File: src/rtl/fifo_pkg.sv
// Shared defaults and types for the single-clock FIFO controller and its pointer sub-module.
package fifo_pkg;

    localparam int ADDR_W_DEF   = 10;
    localparam int DATA_W_DEF   = 32;
    localparam int DEPTH_DEF    = 1 << ADDR_W_DEF;
    localparam int AF_LEVEL_DEF = 1020;
    localparam int AE_LEVEL_DEF = 4;

    // Pointer carries one extra wrap bit above the RAM address.
    typedef logic [ADDR_W_DEF:0] ptr_t;

endpackage : fifo_pkg

File: src/rtl/fifo_ptr.sv
// Wrapping FIFO pointer: address bits plus a wrap MSB, advanced by one per accepted operation.
module fifo_ptr
    import fifo_pkg::*;
#(
    parameter int W = ADDR_W_DEF + 1
) (
    input  logic         clk,
    input  logic         rst_n,
    input  logic         inc,
    output logic [W-1:0] ptr,
    output logic [W-1:0] ptr_nxt
);

    // Next pointer value; natural binary overflow provides the wrap.
    always_comb begin
        if (inc) begin
            ptr_nxt = ptr + W'(1);
        end else begin
            ptr_nxt = ptr;
        end
    end

    // Pointer register with asynchronous clear.
    always_ff @(posedge clk or negedge rst_n) begin
        if (!rst_n) begin
            ptr <= '0;
        end else begin
            ptr <= ptr_nxt;
        end
    end

endmodule : fifo_ptr

File: src/rtl/sync_fifo_ctrl.sv
// Single-clock FIFO controller driving an external 1-cycle-read dual-port RAM.
module sync_fifo_ctrl
    import fifo_pkg::*;
#(
    parameter int ADDR_W   = ADDR_W_DEF,
    parameter int DATA_W   = DATA_W_DEF,
    parameter int AF_LEVEL = AF_LEVEL_DEF,
    parameter int AE_LEVEL = AE_LEVEL_DEF
) (
    input  logic              clk,
    input  logic              rst_n,
    input  logic              push,
    input  logic [DATA_W-1:0] push_data,
    input  logic              pop,
    output logic [DATA_W-1:0] pop_data,
    output logic              pop_valid,
    output logic              full,
    output logic              empty,
    output logic              almost_full,
    output logic              almost_empty,
    output logic [ADDR_W:0]   count,
    output logic              overflow,
    output logic              underflow,
    input  logic              err_clr,
    output logic              ram_wen,
    output logic              ram_ren,
    output logic [ADDR_W-1:0] ram_waddr,
    output logic [ADDR_W-1:0] ram_raddr,
    output logic [DATA_W-1:0] ram_wdata,
    input  logic [DATA_W-1:0] ram_rdata
);

    localparam int PW = ADDR_W + 1;

    logic [PW-1:0] wr_ptr_s;
    logic [PW-1:0] rd_ptr_s;
    logic [PW-1:0] wr_ptr_nxt_s;
    logic [PW-1:0] rd_ptr_nxt_s;
    logic [PW-1:0] count_nxt_s;
    logic          push_ok_s;
    logic          pop_ok_s;
    logic          ovf_evt_s;
    logic          udf_evt_s;

    logic [PW-1:0] count_r;
    logic          full_r;
    logic          empty_r;
    logic          af_r;
    logic          ae_r;
    logic          overflow_r;
    logic          underflow_r;
    logic          pop_valid_r;

    // Acceptance; rst_n gating keeps RAM strobes low for the whole reset window.
    always_comb begin
        pop_ok_s  = rst_n & pop & ~empty_r;
        push_ok_s = rst_n & push & (~full_r | pop_ok_s);
        ovf_evt_s = push & full_r & ~pop_ok_s;
        udf_evt_s = pop & empty_r;
    end

    fifo_ptr #(.W(PW)) u_wr_ptr (
        .clk     (clk),
        .rst_n   (rst_n),
        .inc     (push_ok_s),
        .ptr     (wr_ptr_s),
        .ptr_nxt (wr_ptr_nxt_s)
    );

    fifo_ptr #(.W(PW)) u_rd_ptr (
        .clk     (clk),
        .rst_n   (rst_n),
        .inc     (pop_ok_s),
        .ptr     (rd_ptr_s),
        .ptr_nxt (rd_ptr_nxt_s)
    );

    // Occupancy next state.
    always_comb begin
        count_nxt_s = count_r;
        case ({push_ok_s, pop_ok_s})
            2'b10:   count_nxt_s = count_r + PW'(1);
            2'b01:   count_nxt_s = count_r - PW'(1);
            default: count_nxt_s = count_r;
        endcase
    end

    // Registered count, status flags, sticky errors and pop strobe.
    always_ff @(posedge clk or negedge rst_n) begin
        if (!rst_n) begin
            count_r     <= '0;
            full_r      <= 1'b0;
            empty_r     <= 1'b1;
            af_r        <= 1'b0;
            ae_r        <= 1'b1;
            overflow_r  <= 1'b0;
            underflow_r <= 1'b0;
            pop_valid_r <= 1'b0;
        end else begin
            count_r     <= count_nxt_s;
            full_r      <= (wr_ptr_nxt_s[ADDR_W] != rd_ptr_nxt_s[ADDR_W]) &&
                           (wr_ptr_nxt_s[ADDR_W-1:0] == rd_ptr_nxt_s[ADDR_W-1:0]);
            empty_r     <= (wr_ptr_nxt_s == rd_ptr_nxt_s);
            af_r        <= (count_nxt_s >= PW'(AF_LEVEL));
            ae_r        <= (count_nxt_s <= PW'(AE_LEVEL));
            // A new error wins over a coincident clear.
            overflow_r  <= ovf_evt_s | (overflow_r & ~err_clr);
            underflow_r <= udf_evt_s | (underflow_r & ~err_clr);
            pop_valid_r <= pop_ok_s;
        end
    end

    // Output mapping; RAM side is combinational so the RAM captures on the same edge.
    always_comb begin
        ram_wen      = push_ok_s;
        ram_waddr    = wr_ptr_s[ADDR_W-1:0];
        ram_wdata    = push_data;
        ram_ren      = pop_ok_s;
        ram_raddr    = rd_ptr_s[ADDR_W-1:0];
        pop_data     = ram_rdata;
        pop_valid    = pop_valid_r;
        count        = count_r;
        full         = full_r;
        empty        = empty_r;
        almost_full  = af_r;
        almost_empty = ae_r;
        overflow     = overflow_r;
        underflow    = underflow_r;
    end

endmodule : sync_fifo_ctrl
File: config.mk
export PLATFORM = sky130hd
export DESIGN_NAME = sync_fifo_ctrl
export DESIGN_NICKNAME = d
export VERILOG_FILES = /design/src/rtl/fifo_pkg.sv /design/src/rtl/fifo_ptr.sv /design/src/rtl/sync_fifo_ctrl.sv
export SDC_FILE = /design/constraint.sdc
export NUM_CORES = 1
export LEC_CHECK = 0
export BUFFER_PORTS_ARGS = -buffer_cell sky130_fd_sc_hd__clkbuf_2
export CORE_AREA = 2 2 92 94
export DETAILED_ROUTE_END_ITERATION = 8
export DIE_AREA = 0 0 94 96
export GPL_TIMING_DRIVEN = 0
export MAX_ROUTING_LAYER = met4
export PLACE_DENSITY = 0.76
export SYNTH_ARGS = -nofsm -noshare
export SYNTH_HDL_FRONTEND = slang
export SYNTH_SLANG_ARGS = --single-unit
File: constraint.sdc
create_clock -name clk -period 3 [get_ports clk]
set_input_delay 0.15 -clock clk [delete_from_list [all_inputs] [get_ports clk]]
set_output_delay 0.15 -clock clk [all_outputs]
set_load 0.005 [all_outputs]
==> out/metrics.yaml <==
status:
  status: "finished clean"
clock_tree:
  clk_pin_slew_worst_paths_ns: 0.08
  cts_tree: "built"
  cts_buffer_depth: 2
  clk_latency_ns: 0.29
  htree_levels: 2
  cts_root_buffer: "clkbuf_8"
  cts.sinks: 40
  cts_made_buffers: 5
cells_and_area:
  seqCellArea_mm2: 0.00100
  fill_cells: 748
  postLayoutCellArea_mm2: 0.00422
  mostFrequentLayoutCells: "clkbuf_2 (107), buf_4 (104), dfrtp_1 (37)"
  mostFrequentLayoutCell: "clkbuf_2"
  multi_input_area_mm2: 0.00153
  utilization_pct: 52.4
  num_antenna_cells: 0
  syn_to_final_growth_pct: 30.9
  nets: 566
  layout-drive-gt1-share_pct: 51.2
detailed_routing:
  vias: 2896
  drc: 0
  via_per_inst: 4.85
  wire_per_inst_um: 13.5
  ant_nets: 0
  totalWireLength_um: 8070
  drt-pass1-iter-count: 4
  first_iter_violations: 88
die:
  die_w_um: 94
  row_count: 33
  start_util_pct: 40.0
  ios: 173
  core-area_mm2: 0.00805
  die_area_mm2: 0.00902
  fp.dieH_um: 96
sta:
  clock_skew_ns: 0.00865
  slew_viol_final: 0
  finalSetupViolations: 0
  finalSetupTns_ns: 0
  fin_crit_sh_pct: 97.9
  hold_viol_final: 0
  finalCriticalPeriod_ns: 2.94
  rsz0062_at_grt: "true"
  tightestPinTransition_ns: 0.543
  maxSlewHeadroom_pct: 63.8
  fmax_ghz: 0.341
synthesis:
  synth_warnings: 0
  synth_cell_types: 62
  synth_async_sr_flop_share_pct: 100
  synth.top_cell.area_share_pct: 29.5
  avgSynthCellArea_um2: 9.02
  synth_top_area_cell: "dfrtp_1"
  synth-main-ff-cell: "dfrtp_1"
  syn_area_mm2: 0.00322
  synth_cells: 357
  synth-edff-count: 0
  synth_nets: 431
  ys_seq_elements: 40
  synthTopCellsByArea: "dfrtp_1 (30%), buf_4 (20%), xnor2_1 (6.3%)"
  synth-seq-area-share_pct: 31.2
setup_path:
  critPathKind: "reg -> reg"
  cp_max_fo: 10
  crit_path_max_incr_delay_ns: 0.59
  end_kind: "flip-flop"
  cp_slowest_cell: "dfstp_2"
  crit_family: "simple AND/OR/NAND/NOR gates"
  cp_cell_sequence: "nand3b_4 -> inv_4 -> buf_4 -> ha_1 -> clkbuf_4 -> clkbuf_4 -> a41o_1 -> a22oi_1 -> nor3_1 -> xnor2_1 -> o2111ai_1 -> nor3_2 -> and4_1"
  start_kind: "flip-flop"
  cp.buffers_inverters: 4
  required_ns: 3.23
  worst_path_most_repeated_cell: "clkbuf_4"
  cp.arrival_ns: 3.16
pwr:
  p_per_area_mw_per_mm2: 687
  p_clk_share_pct: 11.8
  swShare_pct: 41.8
  intPower_mw: 1.69
  vdd_drop_max_uv: 272
  p_seq_share_pct: 32.8
  leakage_nw: 2.14
  p_sw_mw: 1.21
  combPwrFrac_pct: 55.4
  power_mw: 2.90
grt:
  overflow: 0
  grt_pass1_vias: 2652
  antenna_found_initial: 0
  grt_max_degree: 39
  grt_pass1_wl_um: 12400
  grtUsageTotal_pct: 18.0
placed_design:
  place_congestion: 0.894
  post-dp-hpwl_um: 5940
  dpl_cell_area_mm2: 0.00394
  port_buffers: 108
flow_run:
  maxCapViolations: 0
min_path:
  hold_class: "in -> reg"
## path summary, 6_finish.rpt
| check | cells past startpoint | end | startpoint | slack (ns) |
|---|---|---|---|---|
| worst min-delay path | 2 | overflow | err_clr | 0.05 |
| worst min register to register | 1 | u_wr_ptr.ptr[10] | u_wr_ptr.ptr[10] | 0.49 |
| max in group asynchronous | 3 | full | rst_n | 2.17 |
| min in group asynchronous | 2 | empty | rst_n | 0.58 |
| worst max register to register | 13 | almost_empty | empty | 0.06 |
| worst max-delay path | 13 | almost_empty | empty | 0.06 |
## repair_timing
action | 4_1_cts | 5_1_grt
setup endpoints to repair | 12 | 3
pin swaps | 13 | 8
setup buffers | 14 | 6
gates resized for setup | 11 | 6
hold buffers | 2 | 0
endpoints found under the hold margin | 38 | 0
## cell families (layout without fill, tap and decap cells)
logic type | after synthesis | in the layout | synth area share [%]
compound gates | 53 | 53 | 12.5
xor+xnor | 41 | 41 | 12.0
fa+ha+maj | 5 | 5 | 1.94
buf+inv | 112 | 247 | 23.0
flops | 40 | 40 | 31.2
mux | 3 | 3 | 1.01
simple gates | 103 | 103 | 18.3
## per-stage QoR
step / instances / hold WS [ns] / setup WS [ns]
after global routing: 597 / 0.0839 / -0.0256
after detailed placement: 570 / 0.352 / -1.50
after global placement: 570 / 0.355 / -1.43
final: 597 / 0.0545 / 0.0641
after floorplan: 357 / -0.146 / 0.00276
after CTS: 593 / 0.0486 / -0.109
## area by class of cell
| type | count | area share [%] |
|---|---|---|
| Clock buffer | 6 | 1.72 |
| Buffer | 94 | 16.1 |
| Timing Repair Buffer | 130 | 17.3 |
| Clock inverter | 1 | 0.119 |
| Multi-Input combinational cell | 205 | 36.3 |
| Inverter | 16 | 1.48 |
| Tap cell | 105 | 3.12 |
| Sequential cell | 40 | 23.8 |
## registers in the layout, summed over array words and instances, names as in the netlist
| register | count |
|---|---|
| empty | 1 |
| overflow | 1 |
| count | 11 |
| almost_full | 1 |
| u_rd_ptr.ptr | 11 |
| full | 1 |
| u_wr_ptr.ptr | 11 |
| pop_valid | 1 |
| underflow | 1 |
| almost_empty | 1 |
## routing by layer
metal | global-route usage, % | vias up | wire [µm]
li1 | - | 1415 | -
met2 | 31.5 | 113 | 4240
met5 | - | - | 0
met4 | 6.76 | 0 | 157
met3 | 3.13 | 12 | 395
met1 | 20.6 | 1356 | 3280
## synthesized netlist by cell type (2+ instances only)
library cell	instances
o211ai_1	2
nor3_1	10
o21ai_1	2
nor2_1	16
mux2_2	2
and3_1	2
inv_1	15
nor4_1	4
xor2_1	16
a2111oi_0	2
o22ai_1	2
dfstp_2	2
nand4b_1	4
o21ai_0	7
buf_2	5
xnor3_1	2
nand2_1	19
a2111oi_4	2
dfrtp_1	38
nand4_1	8
ha_1	5
a21oi_1	15
buf_4	84
a211oi_1	3
nand2b_1	4
o31ai_1	5
nor2b_1	3
buf_1	2
xnor2_1	23
nand3_1	16
or2_2	2
clkbuf_1	5
## worst register-to-register path, delay by kind of cell, from the launching register on
kind | cells | cell delay (ns)
flip-flops | 1 | 0.59
AO/OA/AOI/OAI | 3 | 0.63
XOR/XNOR | 1 | 0.23
buffers and inverters | 4 | 0.57
AND/OR/NAND/NOR | 4 | 0.66
adder cells (fa/ha/maj) | 1 | 0.20
## power by group through the flow
stage | logic, mW | registers (mW) | clock network (mW)
floorplan | 1.08 | 0.904 | 0
global placement | 1.47 | 0.952 | 0
detailed placement | 1.50 | 0.957 | 0
CTS | 1.60 | 0.947 | 0.349
global route | 1.77 | 0.982 | 0.370
finish | 1.60 | 0.950 | 0.343
(Power assumes the default switching activity.)
